File: config.mk
export PLATFORM = sky130hd
export DESIGN_NAME = pipeline_stage_reg
export DESIGN_NICKNAME = d
export VERILOG_FILES = /design/src/rtl/pipeline_stage_reg.sv
export SDC_FILE = /design/constraint.sdc
export NUM_CORES = 1
export LEC_CHECK = 0
export BUFFER_PORTS_ARGS = -buffer_cell sky130_fd_sc_hd__buf_2
export CAP_MARGIN = 20
export CORE_AREA = 3 3 110 112
export CTS_BUF_LIST = sky130_fd_sc_hd__clkbuf_16
export DETAILED_ROUTE_END_ITERATION = 6
export DIE_AREA = 0 0 113 115
export MAX_ROUTING_LAYER = met4
export PLACE_DENSITY = 0.71
export SYNTH_ARGS = -nofsm -noshare
export SYNTH_HDL_FRONTEND = slang
export SYNTH_SLANG_ARGS = --single-unit
File: constraint.sdc
create_clock -name clk -period 1.45 [get_ports clk]
set_input_delay 0.29 -clock clk [delete_from_list [all_inputs] [get_ports clk]]
set_output_delay 0.29 -clock clk [all_outputs]
set_load 0.1 [all_outputs]
File: src/rtl/pipeline_stage_reg.sv
// pipeline_stage_reg: elastic pipeline register between two pipeline stages.
// Carries instruction word, control bundle and data bundle per entry, with a
// valid/ready handshake, stall backpressure and flush. While no valid entry is
// held the outputs show a NOP bubble (NOP_IR / CTRL_IDLE / 0).
//
// Optional feature macro: PIPE_STAGE_SKID_EN
//   defined   : two-entry skid buffer, registered in_ready (occ != 2)
//   undefined : single entry, in_ready = !out_valid | out_ready (combinational)
//
// Ports:
//   clk, reset (sync, active-low), flush
//   in_valid/in_ready/in_ir/in_ctrl/in_data     : upstream handshake + entry
//   out_valid/out_ready/out_ir/out_ctrl/out_data : downstream handshake + head
//   occupancy                                    : held entries (0..2)
module pipeline_stage_reg #(
    parameter int unsigned        IR_W      = 16,
    parameter int unsigned        CTRL_W    = 12,
    parameter int unsigned        DATA_W    = 112,
    parameter logic [IR_W-1:0]    NOP_IR    = 16'hF000,
    parameter logic [CTRL_W-1:0]  CTRL_IDLE = {CTRL_W{1'b1}}
) (
    input  logic              clk,
    input  logic              reset,
    input  logic              flush,
    input  logic              in_valid,
    output logic              in_ready,
    input  logic [IR_W-1:0]   in_ir,
    input  logic [CTRL_W-1:0] in_ctrl,
    input  logic [DATA_W-1:0] in_data,
    output logic              out_valid,
    input  logic              out_ready,
    output logic [IR_W-1:0]   out_ir,
    output logic [CTRL_W-1:0] out_ctrl,
    output logic [DATA_W-1:0] out_data,
    output logic [1:0]        occupancy
);

    localparam logic [1:0] EMPTY = 2'd0;
    localparam logic [1:0] ONE   = 2'd1;
`ifdef PIPE_STAGE_SKID_EN
    localparam logic [1:0] TWO   = 2'd2;
`endif

    logic [1:0]        state, state_nxt;
    logic [IR_W-1:0]   head_ir, head_ir_nxt;
    logic [CTRL_W-1:0] head_ctrl, head_ctrl_nxt;
    logic [DATA_W-1:0] head_data, head_data_nxt;
    logic              push, pop;

`ifdef PIPE_STAGE_SKID_EN
    logic [IR_W-1:0]   skid_ir, skid_ir_nxt;
    logic [CTRL_W-1:0] skid_ctrl, skid_ctrl_nxt;
    logic [DATA_W-1:0] skid_data, skid_data_nxt;
    logic              in_ready_q;

    assign in_ready = in_ready_q;
`else
    // Single entry: a slot opens in the same cycle the head is consumed.
    assign in_ready = !out_valid || out_ready;
`endif

    assign push = in_valid && in_ready;
    assign pop  = out_valid && out_ready;

    // Head is reloaded with the bubble pattern whenever the stage empties, so
    // the outputs come straight from registers and are masked by construction.
    assign out_valid = (state != EMPTY);
    assign out_ir    = head_ir;
    assign out_ctrl  = head_ctrl;
    assign out_data  = head_data;
    assign occupancy = state;

    // Next-state and storage update logic.
    always_comb begin
        state_nxt     = state;
        head_ir_nxt   = head_ir;
        head_ctrl_nxt = head_ctrl;
        head_data_nxt = head_data;
`ifdef PIPE_STAGE_SKID_EN
        skid_ir_nxt   = skid_ir;
        skid_ctrl_nxt = skid_ctrl;
        skid_data_nxt = skid_data;
`endif
        if (flush) begin
            // Same-cycle input is dropped even if its handshake completed.
            state_nxt     = EMPTY;
            head_ir_nxt   = NOP_IR;
            head_ctrl_nxt = CTRL_IDLE;
            head_data_nxt = '0;
`ifdef PIPE_STAGE_SKID_EN
            skid_ir_nxt   = NOP_IR;
            skid_ctrl_nxt = CTRL_IDLE;
            skid_data_nxt = '0;
`endif
        end else begin
            case (state)
                EMPTY: begin
                    if (push) begin
                        state_nxt     = ONE;
                        head_ir_nxt   = in_ir;
                        head_ctrl_nxt = in_ctrl;
                        head_data_nxt = in_data;
                    end
                end
                ONE: begin
                    if (push && pop) begin
                        head_ir_nxt   = in_ir;
                        head_ctrl_nxt = in_ctrl;
                        head_data_nxt = in_data;
                    end else if (pop) begin
                        state_nxt     = EMPTY;
                        head_ir_nxt   = NOP_IR;
                        head_ctrl_nxt = CTRL_IDLE;
                        head_data_nxt = '0;
                    end
`ifdef PIPE_STAGE_SKID_EN
                    else if (push) begin
                        state_nxt     = TWO;
                        skid_ir_nxt   = in_ir;
                        skid_ctrl_nxt = in_ctrl;
                        skid_data_nxt = in_data;
                    end
`endif
                end
`ifdef PIPE_STAGE_SKID_EN
                TWO: begin
                    // in_ready is low here, so only a pop can occur.
                    if (pop) begin
                        state_nxt     = ONE;
                        head_ir_nxt   = skid_ir;
                        head_ctrl_nxt = skid_ctrl;
                        head_data_nxt = skid_data;
                        skid_ir_nxt   = NOP_IR;
                        skid_ctrl_nxt = CTRL_IDLE;
                        skid_data_nxt = '0;
                    end
                end
`endif
                default: begin
                    state_nxt     = EMPTY;
                    head_ir_nxt   = NOP_IR;
                    head_ctrl_nxt = CTRL_IDLE;
                    head_data_nxt = '0;
                end
            endcase
        end
    end

    // State and storage registers; reset dominates flush.
    always_ff @(posedge clk) begin
        if (!reset) begin
            state     <= EMPTY;
            head_ir   <= NOP_IR;
            head_ctrl <= CTRL_IDLE;
            head_data <= '0;
`ifdef PIPE_STAGE_SKID_EN
            skid_ir    <= NOP_IR;
            skid_ctrl  <= CTRL_IDLE;
            skid_data  <= '0;
            in_ready_q <= 1'b1;
`endif
        end else begin
            state     <= state_nxt;
            head_ir   <= head_ir_nxt;
            head_ctrl <= head_ctrl_nxt;
            head_data <= head_data_nxt;
`ifdef PIPE_STAGE_SKID_EN
            skid_ir    <= skid_ir_nxt;
            skid_ctrl  <= skid_ctrl_nxt;
            skid_data  <= skid_data_nxt;
            in_ready_q <= (state_nxt != TWO);
`endif
        end
    end

endmodule

Word-level counts from Yosys, hierarchy flattened:

Index checks and enable logic that the tools add are counted.

* memories: 0
* ROM bits: 0
* RAM bits: 0
* bits in latches: 0
* logic and storage cells: 36
* output and inout port bits: 144
* register bits: 142

* shift operators: 0
* equality and inequality tests: 5
* $mul: 0
* multiplexer cells: 16
* divide/modulo/power cells: 0
* $add $sub $neg: 0
* $lt $le $gt $ge: 0
* bitwise operators: 1
* reductions and logical operators: 10

Operators by type and width (count)
* $mux W112: 3
* $pmux W112 S2: 1
* $mux W16: 3
* $mux W12: 3
* $pmux W16 S2: 1
* $pmux W12 S2: 1
* $mux W2: 3
* $ne A2 B2 Y1 const B: 3
* $pmux W2 S2: 1
* $logic_and A1 B1 Y1: 3
* $ne A3 B3 Y1 const B: 1
* $reduce_and A3 Y1: 1
* $eq A2 B1 Y1 const B: 1
* $logic_not A2 Y1: 1
* $reduce_and A2 Y1: 1
* $reduce_bool A2 Y1: 1
* $reduce_or A2 Y1: 1
* $logic_not A1 Y1: 1
* $logic_or A1 B1 Y1: 1
* $not A1 Y1: 1

Longest topological paths before layout:

Gate-level depths: netlist of run 1.

* word-level depth: 7
* mapped depth: 6

Worst setup path after synthesis of run 1:

Ideal clock, no wire load.

* kind: register -> register
* from: register state[0] (netlist: occupancy[0])
* to: register head_data[100] (netlist: out_data[100])
* setup slack: -1.567 ns
* arrival time: 2.900 ns
* buffers on the path: 3
* stages on the path, launching flop included: 7
* setup time: 0.118 ns
* data required time: 1.332 ns
* cells stage by stage: dfxtp_1 nand2b_1 and3_1 buf_2 buf_4 buf_2 a22o_1

* longest elaborated chain between the ends: 7
* elaborated cells between the ends (all ways): 13
* those cells by class: eq/ne (3); mux (2); reduce/logical (8)

RTL lines
* from (decl): line 44 `logic [1:0] state, state_nxt;`
* from (signal assigned): line 163 `state <= state_nxt;`
* $reduce_bool A2 Y1 (*): line 67 `assign out_valid = (state != EMPTY);`
* $logic_not A1 Y1 (*): line 59 `assign in_ready = !out_valid || out_ready;`
* $logic_or A1 B1 Y1 (*): line 59
* via in_ready: line 26 `output logic in_ready,`
* $logic_and A1 B1 Y1 (*): line 62 `assign push = in_valid && in_ready;`
* $logic_and A1 B1 Y1: line 106 `if (push && pop) begin`
* $mux W112 or $ne A3 B3 Y1 (tied branches)
* $pmux W112 S2 or $reduce_and A2 Y1 (tied branches)
* to (signal assigned): line 166 `head_data <= head_data_nxt;`
* to (decl): line 47 `logic [DATA_W-1:0] head_data, head_data_nxt;`

The timed path passes the listed nets; every way through them passes the cells marked *.
A chain may end at the register's enable or synchronous reset.

Worst setup path in the final report of run 1:

* from: register state[0] (netlist: occupancy[0])
* to: output port out_valid

* longest elaborated chain between the ends: 1

RTL lines
* $reduce_bool A2 Y1: line 67
* to (decl): line 30 `output logic out_valid,`

No other way between the ends.

==> results by group, run 1 <==
Drt
  – Avg WL per Cell: 16.90 um
  – Routed metal-1 wirelength: 4978 um
  – Routed WL: 12840 um
  – Routed wire length on met3: 1256 um
  – Vias per std cell: 4.972
  – DRC: 0
  – Routed Antenna Nets: 0
  – Vias: 3779
  – DR pass1 iterations: 4
  – Met2 WL: 6266 um
  – Drt first-iter violations: 227
  – Uppermost layer routed: met4

Yosys
  – XOR/XNOR Fraction of Synth Area: 0%
  – Syn_area_per_cell: 13.36 sq um
  – Largest area contributor in the netlist: dfxtp_1
  – Proportion of synthesized area in mux cells: 0.2320%
  – Post-Synth Adder-Cell Area: 0%
  – Syn Nets: 468
  – Synth Instances: 323
  – Synth Register Bits: 141
  – Top post-synthesis cells by area: dfxtp_1, a22o_1, o22a_1
  – Distinct cells, synth: 17
  – Post-synthesis simple-gate area fraction: 0.8408%
  – Largest family of logic cells by synthesized area: compound AO/OA/AOI/OAI gates
  – Mapped cell area: 0.004315 sq mm
  – Sequential fraction of the synthesis area: 65.41%
  – Yosys top cell area share: 65.41%
  – Post-synthesis compound-gate area fraction: 28.59%
  – Synthesis warning total: 0

Min path
  – Hold endpoint: out_ctrl[4]$_SDFFE_PP1P_
  – Worst Min Path Start: in_ctrl[4]
  – Worst hold path class: input pin to register
  – Hold depth: 2

Finish
  – Post-route cell area: 0.006832 sq mm
  – # diodes: 0
  – Fin nets: 750
  – Area added between synthesis and finish: 58.31%
  – Share of cells above drive strength 1: 53.00%
  – Fillers: 917

CTS
  – Buffer count from post-CTS setup fixing: 0
  – CTS Buf Count: 17
  – Clk Latency, worst-skew pair: 0.41 ns
  – CTS H-tree depth: 4
  – CTS Sinks: 141
  – Root Driver: clkbuf_16
  – Longest Clk Path Bufs: 2
  – TritonCTS clock tree: yes
  – Clock transition at the registers of the reported paths: 0.06 ns
  – Hold_buf cts: 0

Global routing
  – Largest net degree at the start of global routing: 69
  – Vias in the first global route: 3781
  – Initial antenna violation count: 0
  – Global-route wire length before repair: 18950 um
  – GRT Util Overall: 19.17%
  – GRT overflow: 0

Worst setup path
  – Flop2flop setup slack: 0.08 ns
  – Critical Path RT: 1.16 ns
  – R2r startpoint: occupancy[0]$_SDFFE_PP0P_
  – Crit path kind: register to output pin
  – Worst EP arrival: 1.22 ns
  – Crit Path Max Fanout: 4
  – Critical Path Max Stage Delay: 0.43 ns
  – Crit path cell chain: buf_2
  – CP top delay family: buffers and inverters
  – Worst R2R Path Depth: 4
  – Crit end category: output pin
  – WP buf/inv: 1
  – Worst reg2reg endpoint: out_data[31]$_SDFFE_PP0P_
  – Startpoint types: register
  – Crit path max-delay cell type: buf_2

Floorplanning
  – Row Count: 39
  – Initial core utilization: 38.12%
  – Core area: 0.01132 sq mm
  – Die Y: 115 um
  – I/O Pins: 289
  – Die ar.: 0.01300 sq mm
  – Chip width: 113 um

Power and ir drop
  – Pwr per Cell Area: 1431 mW/mm^2
  – Maximum VDD drop: 974.5 uV
  – Leakage power: 0.003282 uW

Timing
  – Clock skew: 0.005929 ns
  – RSZ-0062 raised after global routing: true
  – Achievable frequency: 0.6641 GHz
  – Final Max Tran Viols: 0
  – Endpoints failing setup: 2
  – Period minus WS final: 1.506 ns
  – Final Hold Fails: 0
  – Final period util: 103.9%
  – Worst Setup Slack, final: -0.05589 ns
  – WHS: 0.07926 ns

Flow run
  – Max-Cap Viols: 0

Outcome
  – Violated checks: setup timing
  – Status: finished, violations left

Placement
  – Buffers on Ports: 287
  – Placed Area: 0.005892 sq mm
  – Placer Congestion: 0.7924
  – Detail Placement HPWL: 8809 um
## cell families after synthesis
kind of cell | count (synthesis)
flops | 141
other cells | 1
compound gates | 141
simple gates | 6
buf+inv | 33
mux | 1
## worst max-delay path by stage
stage	from	to	slack (ns)	depth (start not counted)
after floorplan	occupancy[0]$_SDFFE_PP0P_	out_data[100]$_SDFFE_PP0P_	-0.24	6
after global placement	occupancy[0]$_SDFFE_PP0P_	out_data[87]$_SDFFE_PP0P_	0.14	4
after detailed placement	flush	out_data[19]$_SDFFE_PP0P_	0.11	5
after CTS	occupancy[0]$_SDFFE_PP0P_	occupancy[0]	-0.07	1
after global routing	occupancy[0]$_SDFFE_PP0P_	out_valid	-0.1	1
final	occupancy[0]$_SDFFE_PP0P_	out_valid	-0.06	1
## synth_stat cells
| cell | number |
|---|---|
| conb_1 | 1 |
| mux2i_1 | 1 |
| nor2b_2 | 1 |
| clkbuf_1 | 2 |
| nand3_1 | 1 |
| a21boi_0 | 1 |
| a22o_1 | 124 |
| o22a_1 | 16 |
| nand2_1 | 1 |
| nand2b_1 | 1 |
| buf_2 | 20 |
| dfxtp_1 | 141 |
| buf_4 | 4 |
| buf_6 | 6 |
| inv_1 | 1 |
| and3_1 | 1 |
| and2_1 | 1 |
## timing repair
action,CTS,global route
endpoints found under the setup margin,140,8
gates resized for setup,138,2
cloned,0,1
## area by class of cell
| type | instances | area, sq um | area share [%] |
|---|---|---|---|
| clock buffer | 17 | 425.4 | 6.227 |
| tap | 143 | 178.9 | 2.619 |
| clock inverter | 14 | 128.9 | 1.886 |
| multi-input combinational | 149 | 1299 | 19.01 |
| timing repair buffer | 295 | 1969 | 28.83 |
| inverter | 1 | 3.754 | 0.05495 |
| sequential | 141 | 2826 | 41.37 |
## through the flow
step	TNS [ns]	util [%]	cells	worst slack (ns)	total power (uW)
after global placement	0	52.04	728	0.1427	5710
after global routing	-0.3158	60.34	760	-0.09709	10110
after CTS	-0.1468	59.99	759	-0.07378	9862
after floorplan	-24.92	-	323	-0.2447	5354
after detailed placement	0	52.04	728	0.1068	5722
final	-0.1114	60.34	760	-0.05589	9778
## flip-flops by register name, indices dropped and copies added (netlist names)
| signal | cells |
|---|---|
| occupancy | 1 |
| out_ctrl | 12 |
| out_data | 112 |
| out_ir | 16 |
## where the power goes
group | switching, uW | internal [uW]
logic | 1230 | 427
registers | 73.5 | 4010
clock network | 1550 | 2490
total | 2860 | 6920
## layout by cell type (no fill, tap or decap), drive strengths merged
master / count
inv: 3
o22a: 16
buf: 294
clkbuf: 18
a21boi: 1
and3: 1
clkinv: 6
and2: 1
clkinvlp: 4
a22o: 124
bufinv: 2
nand2: 1
nand3: 1
dfxtp: 141
nor2b: 1
nand2b: 1
mux2i: 1
conb: 1
## layer usage
| layer | vias to the layer above | track usage [%] |
|---|---|---|
| met5 | - | - |
| met4 | 0 | 8.413 |
| met3 | 25 | 7.316 |
| met2 | 219 | 31.52 |
| met1 | 1730 | 20.72 |
| li1 | 1805 | - |
(Power assumes the default switching activity.)
==> run 2: changes to the inputs <==
--- a/config.mk
+++ b/config.mk
@@ -13,6 +13,7 @@
 export DIE_AREA = 0 0 113 115
 export MAX_ROUTING_LAYER = met4
 export PLACE_DENSITY = 0.71
+export REMOVE_ABC_BUFFERS = 1
 export SYNTH_ARGS = -nofsm -noshare
 export SYNTH_HDL_FRONTEND = slang
 export SYNTH_SLANG_ARGS = --single-unit
==> results by group, run 2 (synthesis results as in run 1) <==
Worst setup path
  – Flop2flop setup slack: -0.01 ns
  – Startpoint types: register
  – Worst EP arrival: 1.75 ns
  – Crit path kind: register to register
  – Critical Path RT: 1.74 ns
  – Crit end category: register
  – Crit Path Max Fanout: 11

Global routing
  – Vias in the first global route: 3780
  – Initial antenna violation count: 0
  – Global-route wire length before repair: 18840 um
  – Largest net degree at the start of global routing: 66
  – GRT Util Overall: 18.70%
  – GRT overflow: 0

CTS
  – CTS Buf Count: 17
  – Longest Clk Path Bufs: 2
  – Root Driver: clkbuf_16
  – Hold_buf cts: 0
  – CTS H-tree depth: 4
  – Clk Latency, worst-skew pair: 0.40 ns
  – TritonCTS clock tree: yes
  – CTS Sinks: 141
  – Clock transition at the registers of the reported paths: 0.06 ns

Drt
  – Drt first-iter violations: 182
  – Routed Antenna Nets: 0
  – Vias: 3879
  – DR pass1 iterations: 4
  – DRC: 0
  – Vias per std cell: 4.973
  – Avg WL per Cell: 17.25 um
  – Routed WL: 13460 um

Finish
  – Share of cells above drive strength 1: 54.79%
  – Area added between synthesis and finish: 65.61%
  – Commonest non-fill, non-tap cell in the layout: buf_4
  – Max reg flops: 112
  – Fin nets: 769
  – Most frequent cells in the layout: buf_4, buf_2, dfxtp_1
  – # diodes: 0

Floorplanning
  – Chip width: 113 um
  – Core area: 0.01132 sq mm
  – I/O Pins: 289
  – Initial core utilization: 38.12%
  – Row Count: 39
  – Die ar.: 0.01300 sq mm
  – Die Y: 115 um

Timing
  – WHS: 0.08936 ns
  – Final Hold Fails: 0
  – Period minus WS final: 1.463 ns
  – Achievable frequency: 0.6835 GHz
  – Worst Setup Slack, final: -0.01311 ns
  – Final period util: 100.9%
  – RSZ-0062 raised after global routing: true
  – Final Max Tran Viols: 0
  – Clock skew: 0.005772 ns
  – Endpoints failing setup: 18

Placement
  – Dpl ws: 0.03339 ns
  – Detail Placement HPWL: 8710 um
  – Buffers on Ports: 287
  – Placer Congestion: 0.7476

Outcome
  – Violated checks: setup timing
  – Status: finished, violations left

Power and ir drop
  – Maximum VDD drop: 1063 uV
  – Total power of the final layout: 10170 uW
  – Leakage power: 0.003441 uW
  – Pwr per Cell Area: 1423 mW/mm^2

Flow run
  – Max-Cap Viols: 0

Min path
  – Worst hold path class: input pin to register
## run 2: area by class of cell
| type | count | area (sq um) |
|---|---|---|
| Sequential cell | 141 | 2824 |
| Clock inverter | 15 | 173.9 |
| Timing Repair Buffer | 313 | 2222 |
| Tap cell | 143 | 178.9 |
| Fill cell | 876 | 4174 |
| Clock buffer | 17 | 425.4 |
| Multi-Input combinational cell | 150 | 1319 |
| Inverter | 1 | 3.754 |
## run 2: worst max-delay path: stages, from the launching register on
cell and delay (ns):
dfxtp_2 0.33, buf_6 0.12, mux2i_4 0.18, and2_4 0.19, buf_12 0.15, buf_12 0.15, a22o_1 0.23
## run 2: layer usage
| layer | track usage [%] | vias to the layer above | share of wire (%) |
|---|---|---|---|
| li1 | - | 1842 | - |
| met1 | 22.39 | 1796 | 40 |
| met2 | 29.74 | 216 | 50 |
| met3 | 5.211 | 25 | 7.9 |
| met4 | 7.853 | 0 | 2.3 |
| met5 | - | - | 0 |
## run 2: path summary, 6_finish.rpt
| kind | startpoint | end | cells past startpoint |
|---|---|---|---|
| hold / removal | in_data[97] | out_data[97]$_SDFFE_PP0P_ | 2 |
| setup reg to reg | occupancy[0]$_SDFFE_PP0P_ | out_ir[7]$_SDFFE_PP0P_ | 6 |
| setup / recovery | occupancy[0]$_SDFFE_PP0P_ | out_ir[7]$_SDFFE_PP0P_ | 6 |
| hold reg to reg | out_data[102]$_SDFFE_PP0P_ | out_data[102]$_SDFFE_PP0P_ | 1 |
## run 2: power breakdown
| part | internal [uW] | leakage, uW | switching [uW] | total, uW |
|---|---|---|---|---|
| sequential | 4010 | 0.00115 | 75.9 | 4080 |
| combinational | 485 | 0.00200 | 1250 | 1740 |
| clock | 2700 | 0.000294 | 1640 | 4350 |
| total | 7200 | 0.00344 | 2970 | 10200 |
## run 2: what timing repair did
| action | 4_1_cts | 5_1_grt |
|---|---|---|
| pin swaps | 0 | 55 |
| cloned | 0 | 10 |
| setup endpoints to repair | 141 | 109 |
| gates resized for setup | 146 | 10 |
| buffers inserted | 1 | 7 |
## run 2: stage by stage
step / util [%] / std cells / area (sq um) / setup TNS (ns)
floorplan: - / 291 / 4110 / -457.79
global placement: 52.14 / 731 / 5903 / 0
detailed placement: 52.14 / 731 / 5903 / 0
CTS: 60.81 / 764 / 6884 / -0.05682
global route: 63.13 / 780 / 7147 / -2.470
finish: 63.13 / 780 / 7147 / -0.07553
